### config.mk
export PLATFORM = sky130hd
export DESIGN_NAME = mixed_opcode_dispatch_flat
export DESIGN_NICKNAME = d
export VERILOG_FILES = /design/src/rtl/mixed_opcode_dispatch_if.sv /design/src/rtl/mixed_opcode_dispatch.sv /design/src/flat_wrapper.sv
export SDC_FILE = /design/constraint.sdc
export NUM_CORES = 1
export LEC_CHECK = 0
export BUFFER_PORTS_ARGS = -buffer_cell sky130_fd_sc_hd__clkbuf_2
export CORE_MARGIN = 2
export CORE_UTILIZATION = 45
export DETAILED_ROUTE_END_ITERATION = 7
export PLACE_DENSITY = 0.76
export SYNTH_ARGS = -nofsm -noshare
export SYNTH_HDL_FRONTEND = slang
export SYNTH_SLANG_ARGS = --single-unit
### constraint.sdc
create_clock -name clk -period 2 [get_ports clk]
set_input_delay 0 -clock clk [delete_from_list [all_inputs] [get_ports clk]]
set_output_delay 0 -clock clk [all_outputs]
set_load 0.005 [all_outputs]
### src/rtl/mixed_opcode_dispatch_if.sv
// Bundles the tag ingress stream, command egress stream and statistics
// access port of mixed_opcode_dispatch.
interface mixed_opcode_dispatch_if #(
    parameter int CNT_W = 16
);
    logic             tag_valid;
    logic             tag_ready;
    logic [8:0]       tag;
    logic             cmd_valid;
    logic             cmd_ready;
    logic [2:0]       cmd_op;
    logic [5:0]       cmd_idx;
    logic             err_pulse;
    logic [2:0]       stat_sel;
    logic [CNT_W-1:0] stat_count;
    logic             stat_clr;

    // Producer of tags, consumer of commands, reader of statistics.
    modport master (
        output tag_valid, tag, cmd_ready, stat_sel, stat_clr,
        input  tag_ready, cmd_valid, cmd_op, cmd_idx, err_pulse, stat_count
    );

    // The dispatcher itself.
    modport slave (
        input  tag_valid, tag, cmd_ready, stat_sel, stat_clr,
        output tag_ready, cmd_valid, cmd_op, cmd_idx, err_pulse, stat_count
    );
endinterface

### src/rtl/mixed_opcode_dispatch.sv
// Buffers 9-bit opcode tags, issues legal commands over valid/ready,
// turns WAIT tags into timed stalls, drops illegal tags and keeps statistics.
module mixed_opcode_dispatch #(
    parameter int DEPTH = 2,
    parameter int CNT_W = 16
) (
    input  logic                   clk,
    input  logic                   rst_n,
    mixed_opcode_dispatch_if.slave bus
);
    localparam int PTR_W  = (DEPTH > 1) ? $clog2(DEPTH) : 1;
    localparam int FCNT_W = $clog2(DEPTH + 1);
    localparam logic [PTR_W-1:0]  LAST_PTR = PTR_W'(DEPTH - 1);
    localparam logic [FCNT_W-1:0] DEPTH_C  = FCNT_W'(DEPTH);

    localparam logic [2:0] OP_WAIT = 3'd2;
    localparam logic [2:0] OP_TRIM = 3'd4;

    typedef enum logic {
        ST_RUN   = 1'b0,
        ST_STALL = 1'b1
    } state_e;

    // ------------------------------------------------------------------
    // Input FIFO
    // ------------------------------------------------------------------
    logic [8:0]        fifo_mem [DEPTH];
    logic [PTR_W-1:0]  wr_ptr_q, wr_ptr_d;
    logic [PTR_W-1:0]  rd_ptr_q, rd_ptr_d;
    logic [FCNT_W-1:0] fifo_cnt_q, fifo_cnt_d;
    logic              push;
    logic              pop;
    logic [8:0]        head_tag;
    logic [2:0]        head_type;
    logic [5:0]        head_idx;
    logic              head_wait;
    logic              head_bad;

    // Readiness depends only on occupancy, so a full FIFO refuses a tag
    // even when the head leaves in the same cycle.
    assign bus.tag_ready = (fifo_cnt_q < DEPTH_C);
    assign push          = bus.tag_valid && bus.tag_ready;

    assign head_tag  = fifo_mem[rd_ptr_q];
    assign head_type = head_tag[8:6];
    assign head_idx  = head_tag[5:0];
    assign head_wait = (head_type == OP_WAIT);
    assign head_bad  = (head_type > OP_TRIM);

    always_ff @(posedge clk) begin
        if (push) begin
            fifo_mem[wr_ptr_q] <= bus.tag;
        end
    end

    always_comb begin
        wr_ptr_d   = wr_ptr_q;
        rd_ptr_d   = rd_ptr_q;
        fifo_cnt_d = fifo_cnt_q;
        if (push) begin
            wr_ptr_d = (wr_ptr_q == LAST_PTR) ? '0 : wr_ptr_q + 1'b1;
        end
        if (pop) begin
            rd_ptr_d = (rd_ptr_q == LAST_PTR) ? '0 : rd_ptr_q + 1'b1;
        end
        case ({push, pop})
            2'b10:   fifo_cnt_d = fifo_cnt_q + 1'b1;
            2'b01:   fifo_cnt_d = fifo_cnt_q - 1'b1;
            default: fifo_cnt_d = fifo_cnt_q;
        endcase
    end

    // ------------------------------------------------------------------
    // Dispatch FSM and output slot
    // ------------------------------------------------------------------
    state_e     state_q, state_d;
    logic [5:0] wait_cnt_q, wait_cnt_d;
    logic       cmd_valid_q, cmd_valid_d;
    logic [2:0] cmd_op_q, cmd_op_d;
    logic [5:0] cmd_idx_q, cmd_idx_d;
    logic       err_pulse_q, err_pulse_d;
    logic       slot_free;
    logic       cmd_hs;

    assign slot_free = !cmd_valid_q || bus.cmd_ready;
    assign cmd_hs    = cmd_valid_q && bus.cmd_ready;
    assign pop       = (state_q == ST_RUN) && (fifo_cnt_q != '0) && slot_free;

    always_comb begin
        state_d     = state_q;
        wait_cnt_d  = wait_cnt_q;
        cmd_valid_d = cmd_valid_q;
        cmd_op_d    = cmd_op_q;
        cmd_idx_d   = cmd_idx_q;
        err_pulse_d = 1'b0;

        // A free slot with nothing new to issue retires the previous command.
        if (slot_free) begin
            cmd_valid_d = 1'b0;
        end

        case (state_q)
            ST_RUN: begin
                if (pop) begin
                    if (head_bad) begin
                        err_pulse_d = 1'b1;
                    end else if (head_wait) begin
                        if (head_idx != 6'd0) begin
                            wait_cnt_d = head_idx;
                            state_d    = ST_STALL;
                        end
                    end else begin
                        cmd_valid_d = 1'b1;
                        cmd_op_d    = head_type;
                        cmd_idx_d   = head_idx;
                    end
                end
            end
            ST_STALL: begin
                // Leaving on the count of one yields idx stall cycles in total.
                wait_cnt_d = wait_cnt_q - 1'b1;
                if (wait_cnt_q == 6'd1) begin
                    state_d = ST_RUN;
                end
            end
            default: begin
                state_d = ST_RUN;
            end
        endcase
    end

    always_ff @(posedge clk or negedge rst_n) begin
        if (!rst_n) begin
            state_q     <= ST_RUN;
            wait_cnt_q  <= '0;
            wr_ptr_q    <= '0;
            rd_ptr_q    <= '0;
            fifo_cnt_q  <= '0;
            cmd_valid_q <= 1'b0;
            cmd_op_q    <= '0;
            cmd_idx_q   <= '0;
            err_pulse_q <= 1'b0;
        end else begin
            state_q     <= state_d;
            wait_cnt_q  <= wait_cnt_d;
            wr_ptr_q    <= wr_ptr_d;
            rd_ptr_q    <= rd_ptr_d;
            fifo_cnt_q  <= fifo_cnt_d;
            cmd_valid_q <= cmd_valid_d;
            cmd_op_q    <= cmd_op_d;
            cmd_idx_q   <= cmd_idx_d;
            err_pulse_q <= err_pulse_d;
        end
    end

    assign bus.cmd_valid = cmd_valid_q;
    assign bus.cmd_op    = cmd_op_q;
    assign bus.cmd_idx   = cmd_idx_q;
    assign bus.err_pulse = err_pulse_q;

    // ------------------------------------------------------------------
    // Statistics: slots 0,1,3,4 count handshakes, 2 counts WAIT pops,
    // 5 counts illegal tags.
    // ------------------------------------------------------------------
    logic [5:0]            stat_inc;
    logic [5:0][CNT_W-1:0] stat_vec;
    logic [CNT_W-1:0]      stat_mux;

    genvar gi;
    generate
        for (gi = 0; gi < 6; gi++) begin : g_stat
            logic [CNT_W-1:0] cnt_q, cnt_d;

            if (gi == 2) begin : g_inc_wait
                assign stat_inc[gi] = pop && head_wait;
            end else if (gi == 5) begin : g_inc_bad
                assign stat_inc[gi] = pop && head_bad;
            end else begin : g_inc_cmd
                assign stat_inc[gi] = cmd_hs && (cmd_op_q == 3'(gi));
            end

            // Clear takes priority over a coincident increment.
            always_comb begin
                cnt_d = cnt_q;
                if (bus.stat_clr) begin
                    cnt_d = '0;
                end else if (stat_inc[gi] && (cnt_q != '1)) begin
                    cnt_d = cnt_q + 1'b1;
                end
            end

            always_ff @(posedge clk or negedge rst_n) begin
                if (!rst_n) begin
                    cnt_q <= '0;
                end else begin
                    cnt_q <= cnt_d;
                end
            end

            assign stat_vec[gi] = cnt_q;
        end
    endgenerate

    always_comb begin
        stat_mux = '0;
        case (bus.stat_sel)
            3'd0:    stat_mux = stat_vec[0];
            3'd1:    stat_mux = stat_vec[1];
            3'd2:    stat_mux = stat_vec[2];
            3'd3:    stat_mux = stat_vec[3];
            3'd4:    stat_mux = stat_vec[4];
            3'd5:    stat_mux = stat_vec[5];
            default: stat_mux = '0;
        endcase
    end

    assign bus.stat_count = stat_mux;

endmodule

### src/flat_wrapper.sv
// flat-port wrapper written by rule: the top's interface ports become plain ports
module mixed_opcode_dispatch_flat 
#(
    parameter int DEPTH = 2,
    parameter int CNT_W = 16
)
  (clk, rst_n, bus_tag_valid, bus_tag, bus_cmd_ready, bus_stat_sel, bus_stat_clr, bus_tag_ready, bus_cmd_valid, bus_cmd_op, bus_cmd_idx, bus_err_pulse, bus_stat_count);
  mixed_opcode_dispatch_if #(.CNT_W(CNT_W)) bus_i ();
  input  logic clk;
  input  logic rst_n;
  input wire logic [$bits(bus_i.tag_valid)-1:0] bus_tag_valid;
  input wire logic [$bits(bus_i.tag)-1:0] bus_tag;
  input wire logic [$bits(bus_i.cmd_ready)-1:0] bus_cmd_ready;
  input wire logic [$bits(bus_i.stat_sel)-1:0] bus_stat_sel;
  input wire logic [$bits(bus_i.stat_clr)-1:0] bus_stat_clr;
  output wire logic [$bits(bus_i.tag_ready)-1:0] bus_tag_ready;
  output wire logic [$bits(bus_i.cmd_valid)-1:0] bus_cmd_valid;
  output wire logic [$bits(bus_i.cmd_op)-1:0] bus_cmd_op;
  output wire logic [$bits(bus_i.cmd_idx)-1:0] bus_cmd_idx;
  output wire logic [$bits(bus_i.err_pulse)-1:0] bus_err_pulse;
  output wire logic [$bits(bus_i.stat_count)-1:0] bus_stat_count;
  assign bus_i.tag_valid = bus_tag_valid;
  assign bus_i.tag = bus_tag;
  assign bus_i.cmd_ready = bus_cmd_ready;
  assign bus_i.stat_sel = bus_stat_sel;
  assign bus_i.stat_clr = bus_stat_clr;
  assign bus_tag_ready = bus_i.tag_ready;
  assign bus_cmd_valid = bus_i.cmd_valid;
  assign bus_cmd_op = bus_i.cmd_op;
  assign bus_cmd_idx = bus_i.cmd_idx;
  assign bus_err_pulse = bus_i.err_pulse;
  assign bus_stat_count = bus_i.stat_count;
  mixed_opcode_dispatch #(.DEPTH(DEPTH), .CNT_W(CNT_W)) u_core (.clk(clk), .rst_n(rst_n), .bus(bus_i));
endmodule
**Word level (Yosys, flattened, before mapping)**

Memories as Yosys holds them, arrays and structs flattened.
Cells that the tools add are included.

- $add $sub $neg: 11
- Magnitude comparators: 2
- Equality and inequality tests: 22
- Mux-type cells: 37
- Bitwise logic cells: 3
- Reductions and logical operators: 31

Operator list:

| operator | count |
|---|---|
| $mux 16 | 12 |
| $add 16x1->16 const B | 6 |
| $ne 16x16->1 const B | 6 |
| $pmux 16 s6 | 1 |
| $mux 6 | 4 |
| $mux 1 | 17 |
| $logic_and 1x1->1 | 16 |
| $reduce_bool 2->1 | 8 |
| $eq 3x2->1 const B | 4 |
| $pmux 6 s2 | 1 |
| $eq 3x3->1 const B | 3 |
| $reduce_and 4->1 | 2 |
| $eq 3x1->1 const B | 2 |
| $eq 6x1->1 const B | 1 |
| $logic_not 3->1 | 2 |
| $reduce_bool 6->1 | 1 |
| $sub 6x1->6 const B | 1 |
| $ne 2x1->1 const B | 2 |
| $ne 2x2->1 const B | 2 |
| $pmux 2 s2 | 1 |
| $gt 3x3->1 const B | 1 |
| $not 1->1 | 3 |
| $add 1x1->1 const B | 2 |
| $add 2x1->2 const B | 1 |
| 7 further kinds | 7 |

- Flip-flop bits (word level): 118
- Memory bits (writable): 18
- Bits of input ports: 17
- Output and inout port bits: 28
- Word-level logic and storage cells: 122
- Memories kept: 1

Memories:

| memory | words | bits a word | rd ports | clocked after Yosys merged registers in | write ports | RTL line | text |
|---|---|---|---|---|---|---|---|
| u_core.fifo_mem | 2 | 9 | 1 | 0 | 1 | mixed_opcode_dispatch.sv:27 | `logic [8:0] fifo_mem [DEPTH];` |

**Depth between registers and ports, before layout**

Gate-level depths: netlist of run 1.

- Word-level depth: 7
- Mapped depth: 9
- Depth with buffers taken out: 7

**Worst setup path before layout of run 1**

OpenSTA, ideal clock, no wires.

- Path type: reg-to-reg
- Start point: register u_core.rd_ptr_q
- End point: register u_core.wait_cnt_q[1]
- Library setup time: 135 ps
- Data arrival time: 1921 ps
- Data required time: 1865 ps
- Path slack: -55 ps
- Stages on the path, launching flop included: 7
- Buffers on the path: 1
- Period minus slack after synthesis: 2055 ps
- Cells stage by stage: dfrtp_1 -> or4b_4 -> a2111oi_4 -> buf_4 -> nand3_2 -> mux2i_1 -> mux2i_1

- Word-level cells in the longest chain between the ends: 6
- Elaborated cells between the ends (all ways): 13
- Classes of those cells: order compare (1); eq/ne (4); mux (5); reduce/logical (2); memory (1)

RTL lines:

| element | RTL line | text |
|---|---|---|
| start, declared | mixed_opcode_dispatch.sv:29 | `logic [PTR_W-1:0] rd_ptr_q, rd_ptr_d;` |
| start signal, assigned | mixed_opcode_dispatch.sv:147 | `rd_ptr_q <= rd_ptr_d;` |
| $mem_v2 2x9 (*) | - |  |
| parallel branches: the longest is 5 deep, another holds $gt 3x3->1 | - |  |
| end signal, assigned | mixed_opcode_dispatch.sv:145 | `wait_cnt_q <= wait_cnt_d;` |
| end, declared | mixed_opcode_dispatch.sv:77 | `logic [5:0] wait_cnt_q, wait_cnt_d;` |

Every way passes the cells marked *. The select of a mux whose other input is x is not followed.
A chain may end at the register's enable or synchronous reset.

**Final worst setup path of run 1**

- Start point: memory u_core.fifo_mem[0][8]
- End point: register u_core.g_stat[2].cnt_q[14]

- Word-level cells in the longest chain between the ends: 5

RTL lines:

| element | RTL line | text |
|---|---|---|
| start, declared | mixed_opcode_dispatch.sv:27 |  |
| $mem_v2 2x9 | - |  |
| $eq 3x2->1 | mixed_opcode_dispatch.sv:47 | `assign head_wait = (head_type == OP_WAIT);` |
| $logic_and 1x1->1 | mixed_opcode_dispatch.sv:175 | `assign stat_inc[gi] = pop && head_wait;` |
| $logic_and 1x1->1 | mixed_opcode_dispatch.sv:187 | `end else if (stat_inc[gi] && (cnt_q != '1)) begin` |
| $reduce_bool 2->1 (no line) | - |  |
| end signal, assigned | mixed_opcode_dispatch.sv:196 | `cnt_q <= cnt_d;` |
| end, declared | mixed_opcode_dispatch.sv:172 | `logic [CNT_W-1:0] cnt_q, cnt_d;` |

Every way passes these cells.

==> results.txt, run 1 <==
----------------------------------------------------
[Final layout]
  Number of diodes ... 0
  Most common cell after layout, fill and taps aside ... sky130_fd_sc_hd__dfrtp_1
  Area taken by flip-flops and latches ... 0.003493 mm^2
  Commonest non-fill, non-tap cells in the layout ... sky130_fd_sc_hd__dfrtp_1 (118), sky130_fd_sc_hd__nor2_1 (111), sky130_fd_sc_hd__buf_4 (86)
  Multi-input gate area ... 0.004088 mm^2
  Share of final-layout standard cells stronger than drive strength 1 ... 23.59%
  Layout fillers ... 1377
  Layout overhead on the synthesized area ... 25.08%
  Nets ... 954

[Floorplan]
  I/O pin cnt ... 45
  Standard-cell rows ... 47
  Total Die Area ... 0.01806 mm^2
  Die Width ... 134.4 um
  Effective utilization at floorplan ... 46.12%
  Die boundary height ... 134.4 um
  Placeable core area ... 0.01658 mm^2

[Critical path]
  Highest cell delay on the worst timing path ... 0.56 ns
  Crit Path Max Fanout ... 5
  Category of the worst setup path capture point ... register
  Data required time at the worst endpoint ... 2.30 ns
  Cell family with most CP delay ... simple AND/OR/NAND/NOR gates
  Kind of critical path ... register to register
  Crit start category ... register
  Cell repeated most along the worst path ... sky130_fd_sc_hd__buf_6
  Slowest stage cell, crit path ... sky130_fd_sc_hd__or4b_4
  Data arrival time at the worst-slack endpoint ... 2.45 ns
  Cell-by-cell listing of the critical path ... or4b_4 > a2111oi_4 > buf_6 > buf_6 > nand4_1 > nor3_2 > a211oi_2
  Number of buffer and inverter instances along the worst setup path ... 2

[Drt]
  DRT Pass-1 Iters ... 5
  Via-per-instance ratio ... 5.909
  Number of routed nets with antenna violations ... 0
  Number of DRC markers in iteration 0 ... 720
  Routed wire length ... 20.97 mm
  Post-detailed-route wirelength per cell ... 18.06 um
  Detailed-route DRC error count ... 0
  Total via count in the routed design ... 6860

[Logic synthesis]
  Post-Synthesis Cell Area ... 0.007649 mm^2
  Syn Inst Count ... 796
  Async S/R FF share, synth ... 86.76%
  Number of nets in the synthesized netlist ... 822
  Number of synthesized flops with an enable pin ... 18
  Most area-consuming cells after synthesis ... sky130_fd_sc_hd__dfrtp_1 (39%), sky130_fd_sc_hd__edfxtp_1 (7.1%), sky130_fd_sc_hd__nor2_1 (5.5%), sky130_fd_sc_hd__mux2i_1 (4.7%), sky130_fd_sc_hd__xnor2_1 (3.8%)
  Sequential-to-total area share from yosys stat ... 45.67%
  Area share of the leading cell type in the synthesized netlist ... 38.61%
  Synth Flop Type ... sky130_fd_sc_hd__dfrtp_1
  Synth Area per Inst ... 9.609 um^2
  Synth Warn # ... 0
  Unique masters post-synth ... 64
  Post-synth top area cell ... sky130_fd_sc_hd__dfrtp_1
  Register bit count reported by yosys ... 136

[STA]
  Number of hold violations in the final report ... 0
  Clock Skew ... 0.006832 ns
  Worst max-slew margin expressed relative to the limit ... 55.79%
  Final setup fails ... 28
  Setup repair after global routing missed its margin ... yes
  Minimum clock period ... 2.150 ns
  Maximum clock frequency ... 465.2 MHz
  Final critical-path setup slack ... -0.1496 ns
  Max Transition Viols Final ... 0
  Post-route setup TNS ... -1.945 ns
  Portion of the clock cycle consumed by the worst path in the final layout ... 107.5%
  Slew at the pin with the worst max-slew slack ... 0.6632 ns

[Power and ir drop]
  Power Total ... 6670 uW
  Power per unit of standard cell area ... 697.2 mW/mm^2
  Static Leak ... 0.004118 uW
  Worst-case vdd ir drop ... 0.5877 mV

[Clocking]
  Root cell of the clock tree ... sky130_fd_sc_hd__clkbuf_16
  Clock sink count ... 136
  CTS tree ... done
  Deepest clock path buffer count ... 2
  Deepest level of the CTS H-tree ... 4
  Insertion delay of the later-clocked pin in the worst-skew pair ... 0.43 ns
  Clock Pin Slew Worst Setup and Hold Paths ... 0.07 ns
  Total clock buffers created by CTS ... 17

[Placement]
  Final weighted congestion in routability-driven placement ... 0.9261
  Buffers added on ports ... 44
  Final HPWL from detailed placement ... 14.43 mm

[GRT]
  Remaining global-route overflow ... 0
  Largest net degree at the start of global routing ... 119
  Antenna violations before repair ... 0
  All-Layer GR Usage ... 23.80%
  Vias in the first global route ... 6587
  First-pass GRT wire length ... 33.81 mm

[Outcome]
  Violations in the final reports ... setup timing
  Status ... finished with violations

[Run]
  Max-cap violations ... 0

[Min path]
  Type of the worst min-delay path ... input pin to register

----------------------------------------------------
kinds of logic (layout without fill, tap and decap cells):
| kind of cell | Yosys count | count (layout) | share of synthesized area (%) |
|---|---|---|---|
| buffers and inverters | 54 | 199 | 2.732 |
| adder cells (fa/ha/maj) | 9 | 9 | 1.472 |
| XOR/XNOR | 64 | 64 | 7.329 |
| AO/OA/AOI/OAI | 132 | 132 | 11.30 |
| multiplexers | 60 | 60 | 8.981 |
| AND/OR/NAND/NOR | 341 | 341 | 22.51 |
| flip-flops | 136 | 136 | 45.67 |
worst reg2reg max path, stage by stage, from the launching register on:
cell	delay, ns
sky130_fd_sc_hd__edfxtp_1	0.39
sky130_fd_sc_hd__or4b_4	0.57
sky130_fd_sc_hd__a2111oi_4	0.32
sky130_fd_sc_hd__buf_6	0.18
sky130_fd_sc_hd__buf_6	0.12
sky130_fd_sc_hd__nand4_1	0.16
sky130_fd_sc_hd__nor3_2	0.23
sky130_fd_sc_hd__a211oi_2	0.05
Yosys cell counts (12+ instances only):
| library cell | count |
|---|---|
| sky130_fd_sc_hd__nor3_1 | 23 |
| sky130_fd_sc_hd__nand4_1 | 26 |
| sky130_fd_sc_hd__dfrtp_1 | 118 |
| sky130_fd_sc_hd__nand3_1 | 38 |
| sky130_fd_sc_hd__inv_1 | 20 |
| sky130_fd_sc_hd__mux2_2 | 18 |
| sky130_fd_sc_hd__a21oi_1 | 37 |
| sky130_fd_sc_hd__nor4_1 | 16 |
| sky130_fd_sc_hd__and3_1 | 18 |
| sky130_fd_sc_hd__xnor2_1 | 33 |
| sky130_fd_sc_hd__nor2_1 | 112 |
| sky130_fd_sc_hd__nand2_1 | 52 |
| sky130_fd_sc_hd__xor2_1 | 31 |
| sky130_fd_sc_hd__o21ai_0 | 22 |
| sky130_fd_sc_hd__mux2i_1 | 36 |
| sky130_fd_sc_hd__clkbuf_1 | 26 |
| sky130_fd_sc_hd__or3_1 | 12 |
| sky130_fd_sc_hd__edfxtp_1 | 18 |
final cells by class:
class / count / area share [%]
Clock inverter: 15 / 1.805
Tap cell: 220 / 2.877
Inverter: 22 / 0.8632
Sequential cell: 136 / 36.52
Multi-Input combinational cell: 606 / 42.73
Clock buffer: 17 / 4.447
Timing Repair Buffer: 145 / 10.76
registers in the layout, summed over array words and instances, names as in the netlist, 2 cells and up:
signal               cells
u_core.fifo_cnt_q        2
u_core.fifo_mem         18
u_core.bus.cmd_idx       6
u_core.g_stat.cnt_q     96
u_core.wait_cnt_q        6
u_core.bus.cmd_op        3
per-stage QoR:
stage | area [um^2] | cells | setup slack (ns) | hold WS (ns) | utilization, %
final | 9567 | 1161 | -0.1496 | 0.04106 | 57.69
after global routing | 9567 | 1161 | -0.2021 | 0.04844 | 57.69
after CTS | 9392 | 1154 | -0.1120 | 0.02615 | 56.63
after detailed placement | 8648 | 1109 | -0.09140 | 0.1583 | 52.15
after global placement | 8648 | 1109 | -0.05213 | 0.1353 | 52.15
after floorplan | 7657 | 796 | -0.02211 | -0.2956 | -
where the power goes:
group / internal [uW] / switching (uW)
registers: 2910 / 54.7
logic: 206 / 303
clock network: 1790 / 1400
total: 4910 / 1760
final timing paths:
kind	from	end	slack, ns	cells after the start
min in group asynchronous	rst_n	u_core.bus.cmd_idx[5]	0.20	3
min reg2reg	u_core.wr_ptr_q	u_core.wr_ptr_q	0.50	1
max	u_core.fifo_mem[0][8]	u_core.g_stat[2].cnt_q[14]	-0.15	7
min	bus_stat_clr	u_core.g_stat[5].cnt_q[6]	0.04	4
max in group asynchronous	rst_n	u_core.g_stat[3].cnt_q[12]	1.28	3
max reg2reg	u_core.fifo_mem[0][8]	u_core.g_stat[2].cnt_q[14]	-0.15	7
layer usage:
| metal | wire length (um) | up-vias | GRT usage (%) |
|---|---|---|---|
| met5 | 0 | - | 0 |
| met4 | 654 | 0 | 11.05 |
| met3 | 1293 | 52 | 5.518 |
| met2 | 10140 | 266 | 37.67 |
| met1 | 8881 | 3361 | 31.09 |
| li1 | - | 3181 | - |
timing repair:
item,CTS,global route
endpoints found under the hold margin,137,0
hold buffers,11,0
gates resized for setup,4,25
buffers inserted,2,6
endpoints found under the setup margin,26,60
gates cloned,0,1
pin swaps,3,17
Note: power is estimated with default switching activity, not from simulation.
==> run 2, diff against run 1 <==
--- a/config.mk
+++ b/config.mk
@@ -5,9 +5,11 @@
 export SDC_FILE = /design/constraint.sdc
 export NUM_CORES = 1
 export LEC_CHECK = 0
+export ABC_CLOCK_PERIOD_IN_PS = 2000
 export BUFFER_PORTS_ARGS = -buffer_cell sky130_fd_sc_hd__clkbuf_2
 export CORE_MARGIN = 2
 export CORE_UTILIZATION = 45
+export CTS_BUF_LIST = sky130_fd_sc_hd__clkbuf_2 sky130_fd_sc_hd__clkbuf_4 sky130_fd_sc_hd__clkbuf_8
 export DETAILED_ROUTE_END_ITERATION = 7
 export PLACE_DENSITY = 0.76
 export SYNTH_ARGS = -nofsm -noshare
==> run 2 against run 1 <==
Net effect:
- first-iteration DRC count shrank 10%
- register-to-register slack improved by 0.04 ns
- sequential share of layout area grew 0.77 points
- critical path type unchanged
- critical path depth decreased by 1
- the flow still finishes with violations (setup timing)
- largest cell class unchanged
- clock skew grew 0.0054 ns
- global-route usage down 0.58 points
- combinational power about the same
- final area shrank 2.1%
- via count decreased by 0.10%
==> results.txt, run 2 (synthesized netlist as in run 1, its figures left out) <==
----------------------------------------------------
[Final layout]
  Layout overhead on the synthesized area ... 22.51%
  Area taken by flip-flops and latches ... 0.003493 mm^2
  Most common cell after layout, fill and taps aside ... sky130_fd_sc_hd__dfrtp_1
  Commonest non-fill, non-tap cells in the layout ... sky130_fd_sc_hd__dfrtp_1 (118), sky130_fd_sc_hd__nor2_1 (111), sky130_fd_sc_hd__buf_4 (83)
  Number of diodes ... 0
  Register name with the most flops ... u_core.g_stat.cnt_q
  Share of final-layout standard cells stronger than drive strength 1 ... 23.54%
  Multi-input gate area ... 0.004089 mm^2
  Largest registers ... u_core.g_stat.cnt_q (96), u_core.fifo_mem (18)
  Max FFs per register ... 96
  Nets ... 952
  Layout fillers ... 1396

[STA]
  Setup repair after global routing missed its margin ... yes
  Portion of the clock cycle consumed by the worst path in the final layout ... 105.5%
  Slew at the pin with the worst max-slew slack ... 0.6906 ns
  Minimum clock period ... 2.110 ns
  Max Transition Viols Final ... 0
  Clock Skew ... 0.01225 ns
  Final setup fails ... 20
  Worst max-slew margin expressed relative to the limit ... 53.96%
  Final critical-path setup slack ... -0.1102 ns
  Maximum clock frequency ... 473.9 MHz
  Number of hold violations in the final report ... 0

[GRT]
  Largest net degree at the start of global routing ... 119
  Most used routing layer ... met2
  Grt met1 use ... 30.60%
  Global Route met3 Usage ... 5.669%
  Vias in the first global route ... 6502
  All-Layer GR Usage ... 23.23%
  First-pass GRT wire length ... 33.16 mm
  Grt met2 use ... 36.48%
  Remaining global-route overflow ... 0
  Antenna violations before repair ... 0

[Critical path]
  Data required time at the worst endpoint ... 2.37 ns
  Crit Path Max Fanout ... 9
  Data arrival time at the worst-slack endpoint ... 2.48 ns
  Category of the worst setup path capture point ... register
  Depth of the worst register-to-register path ... 6
  Kind of critical path ... register to register
  Reg2reg end ... u_core.g_stat[2].cnt_q[14]
  Worst flop-to-flop path startpoint ... u_core.fifo_mem[0][8]
  FF-to-FF setup slack ... -0.11 ns
  Crit start category ... register
  Worst Setup EP ... u_core.g_stat[2].cnt_q[14]
  Crit path launch ... u_core.fifo_mem[0][8]

[Floorplan]
  Standard-cell rows ... 47
  Die Width ... 134.4 um
  Effective utilization at floorplan ... 46.12%
  Total Die Area ... 0.01806 mm^2
  I/O pin cnt ... 45
  Placeable core area ... 0.01658 mm^2
  Die boundary height ... 134.4 um

[Clocking]
  Clock sink count ... 136
  Deepest level of the CTS H-tree ... 4
  Deepest clock path buffer count ... 2
  Total clock buffers created by CTS ... 17
  Clock Pin Slew Worst Setup and Hold Paths ... 0.09 ns
  CTS tree ... done
  Insertion delay of the later-clocked pin in the worst-skew pair ... 0.47 ns
  Root cell of the clock tree ... sky130_fd_sc_hd__clkbuf_8

[Power and ir drop]
  Static Leak ... 0.004022 uW
  Power per unit of standard cell area ... 620.9 mW/mm^2
  Worst-case vdd ir drop ... 0.5403 mV
  Power Total ... 5818 uW

[Placement]
  Final HPWL from detailed placement ... 14.43 mm
  Buffers added on ports ... 44
  Final weighted congestion in routability-driven placement ... 0.9261
  Worst setup slack after placement ... -0.09140 ns

[Outcome]
  Status ... finished with violations
  Violations in the final reports ... setup timing

[Drt]
  Number of DRC markers in iteration 0 ... 647
  Number of routed nets with antenna violations ... 0
  Via-per-instance ratio ... 5.913
  Post-detailed-route wirelength per cell ... 17.43 um
  Routed wire length ... 20.20 mm
  Detailed-route DRC error count ... 0
  DRT Pass-1 Iters ... 6
  Total via count in the routed design ... 6853

[Min path]
  Type of the worst min-delay path ... input pin to register

[Run]
  Max-cap violations ... 0

----------------------------------------------------
run 2: what timing repair did:
action / CTS / global route
pin swaps: 3 / 15
setup buffers: 2 / 4
setup endpoints to repair: 26 / 61
gates resized for setup: 4 / 28
hold buffers: 12 / 0
endpoints found under the hold margin: 143 / 0
run 2: per-stage QoR:
stage / setup TNS [ns] / hold slack (ns) / cell area, um^2 / instances / utilization, %
global placement: -0.1209 / 0.1353 / 8648 / 1109 / 52.15
floorplan: -0.02211 / -0.2956 / 7657 / 796 / -
detailed placement: -0.7381 / 0.1583 / 8648 / 1109 / 52.15
CTS: -1.578 / 0.06797 / 9210 / 1155 / 55.54
global route: -3.656 / 0.1409 / 9370 / 1159 / 56.50
finish: -1.229 / 0.09884 / 9370 / 1159 / 56.50
run 2: worst max-delay path, stage by stage, from the launching register on:
cell and delay, ns:
sky130_fd_sc_hd__edfxtp_1 0.40, sky130_fd_sc_hd__or4b_4 0.57, sky130_fd_sc_hd__a2111oi_4 0.32, sky130_fd_sc_hd__buf_6 0.18, sky130_fd_sc_hd__buf_6 0.14, sky130_fd_sc_hd__nand4_1 0.14
sky130_fd_sc_hd__a211oi_1 0.26
run 2: where the power goes:
group / switching [uW] / leakage [uW] / internal (uW)
logic: 298 / 0.00204 / 207
clock network: 1290 / 0.000209 / 1060
registers: 52.1 / 0.00178 / 2910
run 2: cell type report:
class                      instances  share of cell area (%)
clock buffer                      17                   2.497
timing repair buffer             143                   10.92
inverter                          22                  0.8813
multi-input combinational        606                   43.64
sequential                       136                   37.28
tap                              220                   2.938
clock inverter                    15                   1.843
run 2: worst min-delay path by stage:
stage	cells past startpoint	endpoint	slack (ns)	from
after CTS	4	u_core.bus.cmd_valid	0.07	bus_cmd_ready
final	4	u_core.bus.cmd_valid	0.1	bus_cmd_ready
after global routing	4	u_core.bus.cmd_valid	0.14	bus_cmd_ready
after detailed placement	2	u_core.bus.cmd_idx[4]	0.16	rst_n
after global placement	2	u_core.bus.cmd_idx[4]	0.14	rst_n
after floorplan	0	u_core.bus.cmd_idx[0]	-0.30	rst_n
run 2: metal layers:
| metal | vias to the layer above | routed length, um |
|---|---|---|
| met5 | - | 0 |
| li1 | 3185 | - |
| met1 | 3345 | 8535 |
| met4 | 0 | 765 |
| met2 | 259 | 9556 |
| met3 | 64 | 1346 |
==> run 3, diff against run 2 <==
--- a/config.mk
+++ b/config.mk
@@ -5,13 +5,15 @@
 export SDC_FILE = /design/constraint.sdc
 export NUM_CORES = 1
 export LEC_CHECK = 0
-export ABC_CLOCK_PERIOD_IN_PS = 2000
+export ABC_CLOCK_PERIOD_IN_PS = 1800
 export BUFFER_PORTS_ARGS = -buffer_cell sky130_fd_sc_hd__clkbuf_2
+export CORE_ASPECT_RATIO = 0.9
 export CORE_MARGIN = 2
 export CORE_UTILIZATION = 45
 export CTS_BUF_LIST = sky130_fd_sc_hd__clkbuf_2 sky130_fd_sc_hd__clkbuf_4 sky130_fd_sc_hd__clkbuf_8
 export DETAILED_ROUTE_END_ITERATION = 7
 export PLACE_DENSITY = 0.76
+export RECOVER_POWER = 25
 export SYNTH_ARGS = -nofsm -noshare
 export SYNTH_HDL_FRONTEND = slang
 export SYNTH_SLANG_ARGS = --single-unit
==> constraint.sdc (replaced) <==
create_clock -name clk -period 1.8 [get_ports clk]
set_input_delay 0 -clock clk [delete_from_list [all_inputs] [get_ports clk]]
set_output_delay 0 -clock clk [all_outputs]
set_load 0.005 [all_outputs]
==> run 3 against run 2 <==
Net effect:
- the run still ends with setup timing left
- worst hold slack got worse by 0.028 ns
- sequential share of layout area down 3.7 points
- register-to-register slack worse by 0.20 ns
- via count is 5.6% higher
- global-route usage increased by 1.5 points
- wire length up 12%
- worst setup slack lost 0.20 ns
- critical path type unchanged
- largest cell class unchanged
==> results.txt, run 3 (synthesized netlist as in run 1, its figures left out) <==
----------------------------------------------------
[GRT]
  First-pass GRT wire length ... 35.38 mm
  Remaining global-route overflow ... 0
  Antenna violations before repair ... 0
  Largest net degree at the start of global routing ... 56
  Vias in the first global route ... 6804
  All-Layer GR Usage ... 24.72%

[Min path]
  Type of the worst min-delay path ... input pin to register

[Placement]
  Post-detailed-placement cell area ... 0.009126 mm^2
  Final weighted congestion in routability-driven placement ... 0.9796
  Final HPWL from detailed placement ... 15.13 mm
  Worst setup slack after placement ... -0.3165 ns
  Buffers added on ports ... 44
  Placed insts ... 1147

[STA]
  Worst max-slew margin expressed relative to the limit ... 28.37%
  Final setup fails ... 65
  Setup repair after global routing missed its margin ... yes
  Maximum clock frequency ... 474.1 MHz
  Clock Skew ... 0.01137 ns
  Portion of the clock cycle consumed by the worst path in the final layout ... 117.2%
  Slew at the pin with the worst max-slew slack ... 1.074 ns
  Max Transition Viols Final ... 0
  Minimum clock period ... 2.109 ns
  Final critical-path setup slack ... -0.3091 ns
  Number of hold violations in the final report ... 0

[Critical path]
  Number of buffer and inverter instances along the worst setup path ... 2
  Cell repeated most along the worst path ... sky130_fd_sc_hd__buf_4
  Kind of critical path ... register to register
  Data required time at the worst endpoint ... 2.14 ns
  Data arrival time at the worst-slack endpoint ... 2.45 ns
  Cell-by-cell listing of the critical path ... or4b_4 > a2111oi_4 > buf_4 > nand3_1 > buf_4 > o21ai_0 > a21oi_2
  Crit Path Max Fanout ... 5
  Category of the worst setup path capture point ... register
  Cell family with most CP delay ... simple AND/OR/NAND/NOR gates
  Slowest stage cell, crit path ... sky130_fd_sc_hd__or4b_4
  Highest cell delay on the worst timing path ... 0.54 ns
  Crit start category ... register

[Final layout]
  Max FFs per register ... 96
  Largest registers ... u_core.g_stat.cnt_q (96), u_core.fifo_mem (18)
  Post-route non-filler standard cell count ... 1223
  Final Util ... 62.04%
  Cell area after layout ... 0.01041 mm^2
  Layout overhead on the synthesized area ... 36.10%
  Nets ... 1025
  Register name with the most flops ... u_core.g_stat.cnt_q
  Share of final-layout standard cells stronger than drive strength 1 ... 34.78%
  Commonest non-fill, non-tap cells in the layout ... sky130_fd_sc_hd__buf_4 (133), sky130_fd_sc_hd__dfrtp_1 (117), sky130_fd_sc_hd__nor2_1 (105)
  Number of diodes ... 0
  Most common cell after layout, fill and taps aside ... sky130_fd_sc_hd__buf_4

[Run]
  Max-cap violations ... 0

[Drt]
  Number of routed nets with antenna violations ... 0
  Highest Signal Layer ... met4
  Routed wire length ... 22.71 mm
  Number of DRC markers in iteration 0 ... 692
  Total via count in the routed design ... 7238
  WL met2 ... 10.77 mm
  Detailed-route DRC error count ... 0
  DRT Pass-1 Iters ... 6
  Via-per-instance ratio ... 5.918
  Post-detailed-route wirelength per cell ... 18.57 um
  Met3 WL ... 1.692 mm
  DRT met1 WL ... 9.742 mm

[Power and ir drop]
  Worst-case vdd ir drop ... 0.4766 mV
  Power per unit of standard cell area ... 630.3 mW/mm^2
  Static Leak ... 0.004515 uW

[Floorplan]
  I/O pin cnt ... 45
  Die boundary height ... 127.7 um
  Total Die Area ... 0.01806 mm^2
  Standard-cell rows ... 45
  Die Width ... 141.4 um
  Effective utilization at floorplan ... 45.59%
  Placeable core area ... 0.01678 mm^2

[Clocking]
  CTS tree ... done
  Clock sink count ... 136
  Total clock buffers created by CTS ... 17
  Deepest clock path buffer count ... 2
  Deepest level of the CTS H-tree ... 4
  Root cell of the clock tree ... sky130_fd_sc_hd__clkbuf_8
  Clock Pin Slew Worst Setup and Hold Paths ... 0.10 ns
  Insertion delay of the later-clocked pin in the worst-skew pair ... 0.46 ns

[Outcome]
  Status ... finished with violations
  Violations in the final reports ... setup timing

----------------------------------------------------
-- run 3: cell types whose count changed in the layout (fill, tap and decap cells not counted), moves of 7 or more --
cell	before	now
sky130_fd_sc_hd__buf_4	83	133
sky130_fd_sc_hd__buf_6	4	19
sky130_fd_sc_hd__nor3_1	21	11
sky130_fd_sc_hd__clkinv_8	1	8
sky130_fd_sc_hd__o21ai_0	22	15
-- run 3: layer usage --
metal	track usage [%]	vias to the layer above
li1	-	3336
met1	33.58	3524
met2	39.89	334
met3	5.641	44
met4	7.294	0
met5	0	-
-- run 3: path summary, 6_finish.rpt --
path / start / endpoint / slack [ns] / cells past startpoint
worst max-delay path: u_core.fifo_mem[0][6] / u_core.g_stat[2].cnt_q[11] / -0.31 / 7
worst min-delay path: bus_cmd_ready / u_core.bus.cmd_valid / 0.07 / 4
worst max register to register: u_core.fifo_mem[0][6] / u_core.g_stat[2].cnt_q[11] / -0.31 / 7
worst min register to register: u_core.wr_ptr_q / u_core.wr_ptr_q / 0.50 / 1
max in group asynchronous: rst_n / u_core.g_stat[5].cnt_q[10] / 0.27 / 3
min in group asynchronous: rst_n / u_core.g_stat[2].cnt_q[11] / 0.27 / 2
-- run 3: stage by stage --
stage               TNS [ns]  hold slack [ns]  power (uW)
finish                -7.385          0.07073        6561
global route          -13.55          0.06494        6787
CTS                   -5.828          0.03400        6528
detailed placement    -6.138          0.03385        3888
global placement      -4.737          0.02905        3872
floorplan             -3.498          -0.2956        3621
-- run 3: what timing repair did --
item	CTS	global route
endpoints found under the setup margin	62	93
buffers inserted	13	17
gates cloned	0	2
hold endpoints to repair	129	0
resized for setup	29	88
hold buffers	12	0
pin swaps	15	34
-- run 3: power by group --
| part | internal (uW) | leakage, uW | total (uW) | switching [uW] |
|---|---|---|---|---|
| registers | 3230 | 0.00178 | 3300 | 62.0 |
| logic | 248 | 0.00252 | 621 | 372 |
| clock network | 1090 | 0.000215 | 2640 | 1560 |
| total | 4570 | 0.00451 | 6560 | 1990 |
-- run 3: final cells by class --
cell class	instances	area, um^2
fillers	1287	6369
multi-input cells	607	4473
flip-flops and latches	136	3495
repair buffers	215	1655
well taps	211	264.0
clock buffers	17	234.0
clock inverters	15	201.4
inverters	22	87.58
-- run 3: worst min-delay path, delay by kind of cell --
kind | cells | cell delay (ns)
buf+inv | 2 | 0.27
simple gates | 2 | 0.24
